[src/rtl/dma_channel_arbiter_if.sv]
// Device-side and controller-side signal bundle for dma_channel_arbiter.
// master = arbiter view, slave = peripherals plus dma_controller view.
interface dma_channel_arbiter_if #(
  parameter int NUM_CH   = 4,
  parameter int ADD_LEN  = 16,
  parameter int DATA_LEN = 16
);
  logic [NUM_CH-1:0]              ch_rqst;
  logic [NUM_CH-1:0]              ch_rd_wr;
  logic [NUM_CH*ADD_LEN-1:0]      ch_num_words;
  logic [NUM_CH*(ADD_LEN+1)-1:0]  ch_start_addr;
  logic [NUM_CH-1:0]              ch_dev_ack;
  logic [NUM_CH*DATA_LEN-1:0]     ch_dev_in;
  logic [NUM_CH-1:0]              ch_grant;
  logic [NUM_CH-1:0]              ch_dma_ack;
  logic [NUM_CH-1:0]              ch_end_flag;
  logic [NUM_CH-1:0]              ch_err;
  logic [DATA_LEN-1:0]            dev_out;
  logic                           ctl_rqst;
  logic                           ctl_rd_wr;
  logic [ADD_LEN-1:0]             ctl_num_words;
  logic [ADD_LEN:0]               ctl_start_addr;
  logic                           ctl_dev_ack;
  logic [DATA_LEN-1:0]            ctl_dev_in;
  logic                           ctl_dma_ack;
  logic                           ctl_end_flag;
  logic [DATA_LEN-1:0]            ctl_dev_out;
  logic                           ctl_abort;

  modport master (
    input  ch_rqst, ch_rd_wr, ch_num_words, ch_start_addr, ch_dev_ack, ch_dev_in,
    input  ctl_dma_ack, ctl_end_flag, ctl_dev_out,
    output ch_grant, ch_dma_ack, ch_end_flag, ch_err, dev_out,
    output ctl_rqst, ctl_rd_wr, ctl_num_words, ctl_start_addr, ctl_dev_ack, ctl_dev_in,
    output ctl_abort
  );

  modport slave (
    output ch_rqst, ch_rd_wr, ch_num_words, ch_start_addr, ch_dev_ack, ch_dev_in,
    output ctl_dma_ack, ctl_end_flag, ctl_dev_out,
    input  ch_grant, ch_dma_ack, ch_end_flag, ch_err, dev_out,
    input  ctl_rqst, ctl_rd_wr, ctl_num_words, ctl_start_addr, ctl_dev_ack, ctl_dev_in,
    input  ctl_abort
  );
endinterface

[src/rtl/dma_channel_arbiter.sv]
// Round-robin arbiter sharing one dma_controller among NUM_CH devices, one whole transfer per grant.
// Optional BUSY-stall watchdog enabled by defining DMA_ARB_TIMEOUT_EN.
module dma_channel_arbiter #(
  parameter int NUM_CH   = 4,
  parameter int CH_BITS  = 2,
  parameter int ADD_LEN  = 16,
  parameter int DATA_LEN = 16,
  parameter int TIMEOUT  = 1024
) (
  input  logic                  clk,
  input  logic                  reset,
  dma_channel_arbiter_if.master bus
);

  localparam logic [2:0] S_IDLE    = 3'd0;
  localparam logic [2:0] S_ARB     = 3'd1;
  localparam logic [2:0] S_REQ     = 3'd2;
  localparam logic [2:0] S_BUSY    = 3'd3;
  localparam logic [2:0] S_RELEASE = 3'd4;

  localparam int unsigned NCH = NUM_CH;

  if (NUM_CH < 2 || NUM_CH > 8 || (1 << CH_BITS) < NUM_CH || TIMEOUT < 1) begin : g_cfg_check
    $error("dma_channel_arbiter: unsupported parameter set");
  end

  logic [2:0]         state;
  logic [2:0]         state_nxt;
  logic [CH_BITS-1:0] grant_idx;
  logic [CH_BITS-1:0] last_idx;
  logic [CH_BITS-1:0] scan_idx;
  logic [CH_BITS-1:0] cand_idx;
  int unsigned        cand;
  logic               scan_hit;
  logic               owned;
  logic               timeout_hit;
  logic [NUM_CH-1:0]  grant_vec;

  logic [ADD_LEN-1:0]  nw_arr [NUM_CH];
  logic [ADD_LEN:0]    sa_arr [NUM_CH];
  logic [DATA_LEN-1:0] din_arr[NUM_CH];

  for (genvar g = 0; g < NUM_CH; g++) begin : g_unpack
    assign nw_arr[g]  = bus.ch_num_words[g*ADD_LEN +: ADD_LEN];
    assign sa_arr[g]  = bus.ch_start_addr[g*(ADD_LEN+1) +: (ADD_LEN+1)];
    assign din_arr[g] = bus.ch_dev_in[g*DATA_LEN +: DATA_LEN];
  end

  // Scan starts one past the previous owner so the last winner is considered last.
  always_comb begin
    scan_hit = 1'b0;
    scan_idx = '0;
    cand     = 0;
    cand_idx = '0;
    for (int unsigned off = 1; off <= NCH; off++) begin
      cand     = ({{(32-CH_BITS){1'b0}}, last_idx} + off) % NCH;
      cand_idx = cand[CH_BITS-1:0];
      if (!scan_hit && bus.ch_rqst[cand_idx]) begin
        scan_hit = 1'b1;
        scan_idx = cand_idx;
      end
    end
  end

  always_comb begin
    state_nxt = state;
    case (state)
      S_IDLE:    if (|bus.ch_rqst) state_nxt = S_ARB;
      S_ARB:     state_nxt = scan_hit ? S_REQ : S_IDLE;
      S_REQ:     state_nxt = bus.ctl_end_flag ? S_RELEASE : S_BUSY;
      S_BUSY:    if (bus.ctl_end_flag || timeout_hit) state_nxt = S_RELEASE;
      S_RELEASE: state_nxt = S_IDLE;
      default:   state_nxt = S_IDLE;
    endcase
  end

  always_ff @(posedge clk or posedge reset) begin
    if (reset) begin
      state     <= S_IDLE;
      grant_idx <= '0;
      last_idx  <= CH_BITS'(NUM_CH - 1);
    end else begin
      state <= state_nxt;
      if (state == S_ARB && scan_hit) grant_idx <= scan_idx;
      if (state == S_RELEASE)         last_idx  <= grant_idx;
    end
  end

  assign owned = (state == S_REQ) || (state == S_BUSY);

  // Controller-facing fields come from the registered grant_idx so they cannot glitch mid-transfer.
  always_comb begin
    grant_vec          = '0;
    bus.ctl_rd_wr      = 1'b0;
    bus.ctl_num_words  = '0;
    bus.ctl_start_addr = '0;
    bus.ctl_dev_ack    = 1'b0;
    bus.ctl_dev_in     = '0;
    if (owned) begin
      grant_vec[grant_idx] = 1'b1;
      bus.ctl_rd_wr        = bus.ch_rd_wr[grant_idx];
      bus.ctl_num_words    = nw_arr[grant_idx];
      bus.ctl_start_addr   = sa_arr[grant_idx];
      bus.ctl_dev_ack      = bus.ch_dev_ack[grant_idx];
      bus.ctl_dev_in       = din_arr[grant_idx];
    end
  end

  assign bus.ctl_rqst    = (state == S_REQ);
  assign bus.ch_grant    = grant_vec;
  assign bus.ch_dma_ack  = grant_vec & {NUM_CH{bus.ctl_dma_ack}};
  assign bus.ch_end_flag = grant_vec & {NUM_CH{bus.ctl_end_flag}};
  assign bus.dev_out     = owned ? bus.ctl_dev_out : '0;

`ifdef DMA_ARB_TIMEOUT_EN
  localparam int CNT_W = $clog2(TIMEOUT + 1);
  logic [CNT_W-1:0] idle_cnt;

  // A real end_flag in the same cycle as expiry wins: the transfer completed normally.
  assign timeout_hit = (state == S_BUSY) && (idle_cnt == CNT_W'(TIMEOUT)) && !bus.ctl_end_flag;

  always_ff @(posedge clk or posedge reset) begin
    if (reset)
      idle_cnt <= '0;
    else if (state != S_BUSY || bus.ctl_dma_ack || bus.ctl_dev_ack)
      idle_cnt <= '0;
    else if (idle_cnt != CNT_W'(TIMEOUT))
      idle_cnt <= idle_cnt + 1'b1;
  end

  assign bus.ctl_abort = timeout_hit;
  assign bus.ch_err    = grant_vec & {NUM_CH{timeout_hit}};
`else
  assign timeout_hit   = 1'b0;
  assign bus.ctl_abort = 1'b0;
  assign bus.ch_err    = '0;
`endif

endmodule

[src/flat_wrapper.sv]
// flat-port wrapper written by rule: the top's interface ports become plain ports
module dma_channel_arbiter_flat 
#(
  parameter int NUM_CH   = 4,
  parameter int CH_BITS  = 2,
  parameter int ADD_LEN  = 16,
  parameter int DATA_LEN = 16,
  parameter int TIMEOUT  = 1024
)
  (clk, reset, bus_ch_rqst, bus_ch_rd_wr, bus_ch_num_words, bus_ch_start_addr, bus_ch_dev_ack, bus_ch_dev_in, bus_ctl_dma_ack, bus_ctl_end_flag, bus_ctl_dev_out, bus_ch_grant, bus_ch_dma_ack, bus_ch_end_flag, bus_ch_err, bus_dev_out, bus_ctl_rqst, bus_ctl_rd_wr, bus_ctl_num_words, bus_ctl_start_addr, bus_ctl_dev_ack, bus_ctl_dev_in, bus_ctl_abort);
  dma_channel_arbiter_if #(.NUM_CH(NUM_CH), .ADD_LEN(ADD_LEN), .DATA_LEN(DATA_LEN)) bus_i ();
  input  logic clk;
  input  logic reset;
  input wire logic [$bits(bus_i.ch_rqst)-1:0] bus_ch_rqst;
  input wire logic [$bits(bus_i.ch_rd_wr)-1:0] bus_ch_rd_wr;
  input wire logic [$bits(bus_i.ch_num_words)-1:0] bus_ch_num_words;
  input wire logic [$bits(bus_i.ch_start_addr)-1:0] bus_ch_start_addr;
  input wire logic [$bits(bus_i.ch_dev_ack)-1:0] bus_ch_dev_ack;
  input wire logic [$bits(bus_i.ch_dev_in)-1:0] bus_ch_dev_in;
  input wire logic [$bits(bus_i.ctl_dma_ack)-1:0] bus_ctl_dma_ack;
  input wire logic [$bits(bus_i.ctl_end_flag)-1:0] bus_ctl_end_flag;
  input wire logic [$bits(bus_i.ctl_dev_out)-1:0] bus_ctl_dev_out;
  output wire logic [$bits(bus_i.ch_grant)-1:0] bus_ch_grant;
  output wire logic [$bits(bus_i.ch_dma_ack)-1:0] bus_ch_dma_ack;
  output wire logic [$bits(bus_i.ch_end_flag)-1:0] bus_ch_end_flag;
  output wire logic [$bits(bus_i.ch_err)-1:0] bus_ch_err;
  output wire logic [$bits(bus_i.dev_out)-1:0] bus_dev_out;
  output wire logic [$bits(bus_i.ctl_rqst)-1:0] bus_ctl_rqst;
  output wire logic [$bits(bus_i.ctl_rd_wr)-1:0] bus_ctl_rd_wr;
  output wire logic [$bits(bus_i.ctl_num_words)-1:0] bus_ctl_num_words;
  output wire logic [$bits(bus_i.ctl_start_addr)-1:0] bus_ctl_start_addr;
  output wire logic [$bits(bus_i.ctl_dev_ack)-1:0] bus_ctl_dev_ack;
  output wire logic [$bits(bus_i.ctl_dev_in)-1:0] bus_ctl_dev_in;
  output wire logic [$bits(bus_i.ctl_abort)-1:0] bus_ctl_abort;
  assign bus_i.ch_rqst = bus_ch_rqst;
  assign bus_i.ch_rd_wr = bus_ch_rd_wr;
  assign bus_i.ch_num_words = bus_ch_num_words;
  assign bus_i.ch_start_addr = bus_ch_start_addr;
  assign bus_i.ch_dev_ack = bus_ch_dev_ack;
  assign bus_i.ch_dev_in = bus_ch_dev_in;
  assign bus_i.ctl_dma_ack = bus_ctl_dma_ack;
  assign bus_i.ctl_end_flag = bus_ctl_end_flag;
  assign bus_i.ctl_dev_out = bus_ctl_dev_out;
  assign bus_ch_grant = bus_i.ch_grant;
  assign bus_ch_dma_ack = bus_i.ch_dma_ack;
  assign bus_ch_end_flag = bus_i.ch_end_flag;
  assign bus_ch_err = bus_i.ch_err;
  assign bus_dev_out = bus_i.dev_out;
  assign bus_ctl_rqst = bus_i.ctl_rqst;
  assign bus_ctl_rd_wr = bus_i.ctl_rd_wr;
  assign bus_ctl_num_words = bus_i.ctl_num_words;
  assign bus_ctl_start_addr = bus_i.ctl_start_addr;
  assign bus_ctl_dev_ack = bus_i.ctl_dev_ack;
  assign bus_ctl_dev_in = bus_i.ctl_dev_in;
  assign bus_ctl_abort = bus_i.ctl_abort;
  dma_channel_arbiter #(.NUM_CH(NUM_CH), .CH_BITS(CH_BITS), .ADD_LEN(ADD_LEN), .DATA_LEN(DATA_LEN), .TIMEOUT(TIMEOUT)) u_core (.clk(clk), .reset(reset), .bus(bus_i));
endmodule
[config.mk]
export PLATFORM = sky130hd
export DESIGN_NAME = dma_channel_arbiter_flat
export DESIGN_NICKNAME = d
export VERILOG_FILES = /design/src/rtl/dma_channel_arbiter_if.sv /design/src/rtl/dma_channel_arbiter.sv /design/src/flat_wrapper.sv
export SDC_FILE = /design/constraint.sdc
export NUM_CORES = 1
export LEC_CHECK = 0
export BUFFER_PORTS_ARGS = -buffer_cell sky130_fd_sc_hd__buf_2
export CORE_AREA = 8 8 115 117
export DETAILED_ROUTE_END_ITERATION = 8
export DIE_AREA = 0 0 123 125
export GPL_TIMING_DRIVEN = 0
export HOLD_SLACK_MARGIN = 0.06
export REMOVE_ABC_BUFFERS = 1
export SETUP_SLACK_MARGIN = 0.5
export SLEW_MARGIN = 20
export SYNTH_ARGS = -nofsm -noshare
export SYNTH_HDL_FRONTEND = slang
export SYNTH_SLANG_ARGS = --single-unit
[constraint.sdc]
create_clock -name clk -period 3.18 [get_ports clk]
set_input_delay 0.318 -clock clk [delete_from_list [all_inputs] [get_ports clk]]
set_output_delay 0.318 -clock clk [all_outputs]
set_load 0.005 [all_outputs]
==> key figures <==
Detailed routing
  – Remaining DRCs: 0
  – Post-route ant nets: 0
  – WL per Instance: around 18 µm
  – Routed vias/inst: 4.54
  – 1st-iter DRT viols: roughly 120
  – Final wirelength: about 11 mm
  – Pre-Repair DR Iteration Count: 4
  – Vias after detailed routing: just under 3000

Hold path
  – Hold WC Path Type: input pin to register
  – HP Start: bus_ctl_end_flag

Worst setup path
  – Slowest Stage Delay on Critical Path: between 700 and 800 ps
  – WP data required: ~2900 ps
  – RR Startpoint: u_core.state[2]
  – CP max-delay cell: dfrtp_4
  – Worst Path Buf+Inv: 2
  – Worst-path cell chain: buf_16, mux4_2, and2_1, buf_2
  – CP Launch Type: register
  – Worst Setup SP: u_core.grant_idx[0]
  – Crit end category: output port
  – Worst endpoint data arrival time: between 2000 and 2500 ps
  – CP Class: register to output port
  – Worst Path Max Fanout: 32
  – Top delay family on crit path: flip-flops

Place
  – PortBufs: between 300 and 400
  – Worst slack at placement: just over 900 ps
  – DP Cell Count: ~640
  – RePlAce Congestion: around 0.83
  – DP HPWL: ~10 mm
  – Post-DP Area: around 3800 µm²

Yosys
  – YS warnings: 0
  – Synth top area cells: mux4_2, and2_1, dfrtp_1
  – Seq/Total Area, Yosys: ~8.2%
  – Post-synth top area share: 52.9%
  – Post-Syn Area: 2170 µm²
  – Post-synth cell types: 27
  – Syn Inst Count: 201
  – Syn avg cell area: 10.8 µm²
  – Synth Register Bits: 7
  – Yosys top cell by area: mux4_2

Timing
  – RSZ-0062 raised after global routing: no
  – Highest clock rate: 405 MHz
  – Final hold violation count: 0
  – Slew @ Worst Pin: 786 ps
  – Post-layout min period: 2470 ps
  – Max transition margin: between 40% and 50%
  – Final setup fails: 0
  – Fin worst setup slack: approximately 700 ps
  – Final Cycle Share: just under 80%
  – Count of pins over their slew limit: 0
  – Clk_skew: 1.15 ps
  – Final setup TNS: 0 ps

Global route
  – Largest net degree at the start of global routing: 60
  – First-pass GRT wire length: approximately 17 mm
  – Initial antenna violation count: 0
  – Vias in the first global route: around 3100
  – Grt ovf: 0
  – GRT Util Overall: roughly 14%

Job
  – Number of max-cap violations: 0

Cells and area
  – Design area: ~4000 µm²
  – Layout cells sized above 1: about 75%
  – Area Overhead vs Synth: 79.4%
  – NumNets Final: just over 700
  – Fin cells: 640
  – N_diodes: 0
  – Fill count: approximately 1200
  – Util after Layout: 33.5%

Floorplan
  – Die width: ~120 µm
  – Total core area: between 10000 and 15000 µm²
  – Cell row count: 40
  – Die H: 125 µm
  – Starting Density: between 10% and 20%
  – Area of the die: 15400 µm²
  – Top-Level Pins: approximately 310

Status
  – Status: finished, final reports clean

Power and ir drop
  – Power per cell area: a little over 600 nW/µm²
  – Leak Pwr: 2.09 nW
  – VDD IR-drop max: about 0.42 mV

CTS
  – CTS root buf: clkbuf_16
  – Reg clk slew, reported paths: about 30 ps
  – H-tree depth: 1
  – Max clock buf depth: 2
  – Clock Latency Late Sink: around 230 ps
  – Resized Gates After CTS: 0
  – TritonCTS Buffers: 3
  – Setup bufs post-CTS: 0
  – Cts hold-fix bufs: 1
  – CTS Sinks: 7
  – CTS tree: built
## synthesized netlist by cell type
library cell,count
nor4b_1,1
o211ai_1,1
nor4_1,1
buf_12,2
buf_6,1
o21ai_0,3
a31oi_1,1
conb_1,1
buf_4,5
or3_1,1
o22a_1,1
and2_1,67
buf_2,6
nor3b_1,1
dfstp_2,2
clkbuf_1,12
nand3_1,2
and2b_1,1
inv_1,4
mux2_2,2
dfrtp_1,5
a21oi_1,2
nand2_1,5
nor2_1,13
nor3_1,3
mux4_2,51
nand2b_1,7
## stage by stage
stage	hold WS, ps	total power [mW]
final	397	2.36
after global routing	450	2.55
after CTS	400	2.41
after detailed placement	259	2.19
after global placement	259	2.16
after floorplan	120	1.45
## routing by layer
metal  share of wire [%]  GRT usage, %  up-vias
met5                   0             0        -
met4                 1.6          3.05        0
met3                  10          2.97       15
met2                  54          26.4      141
met1                  34          14.9     1420
li1                    -             -     1329
## cell usage in the layout, fill, tap and decap left out, types with 3 or more instances in the layout
master and instances:
and2_1 67, inv_1 4, nor3_1 3, buf_2 307
dfrtp_1 3, nand2b_1 7, clkbuf_16 3, conb_1 5
nor2_1 13, nand2_1 5, o21ai_0 3, mux4_2 51
## final timing paths
| check | to | cells past startpoint | slack, ps |
|---|---|---|---|
| min in group asynchronous | u_core.state[1] | 3 | 560 |
| worst min-delay path | u_core.state[0] | 3 | 400 |
| worst max register to register | u_core.state[2] | 3 | 1630 |
| worst min register to register | u_core.state[0] | 1 | 500 |
| worst max-delay path | bus_ctl_dev_in[7] | 4 | 710 |
| max in group asynchronous | u_core.last_idx[0] | 3 | 2360 |
## area by class of cell
class,instances,area [µm²],share of cell area (%)
clock buffer,4,78.8,2.02
inverter,4,15.0,0.385
multi-input combinational,168,1830,47.0
sequential,7,185,4.75
tap,147,184,4.72
timing repair buffer,310,1600,41.1
## state kept, by name, summed over array words and instances (netlist names)
register          flops
u_core.state          3
u_core.grant_idx      2
u_core.last_idx       2
## cell families after synthesis
logic type      Yosys count  share of synthesized area (%)
simple gates            102                           27.3
mux                      53                           53.9
flops                     7                           8.18
other cells               1                          0.173
buf+inv                  30                           8.24
compound gates            8                           2.19
## worst reg2reg max path, delay by kind of cell (launching register included)
family                 cells  cell delay, ps
DFF                        1             410
and+or+nand+nor            2             950
buffers and inverters      1             120
## power breakdown
part / total (mW) / internal (mW) / switching, mW
Combinational: 1.75 / 1.10 / 0.649
Sequential: 0.391 / 0.144 / 0.247
Clock: 0.212 / 0.167 / 0.0455
Total: 2.36 / 1.41 / 0.942
Note: power is estimated with default switching activity, not from simulation.
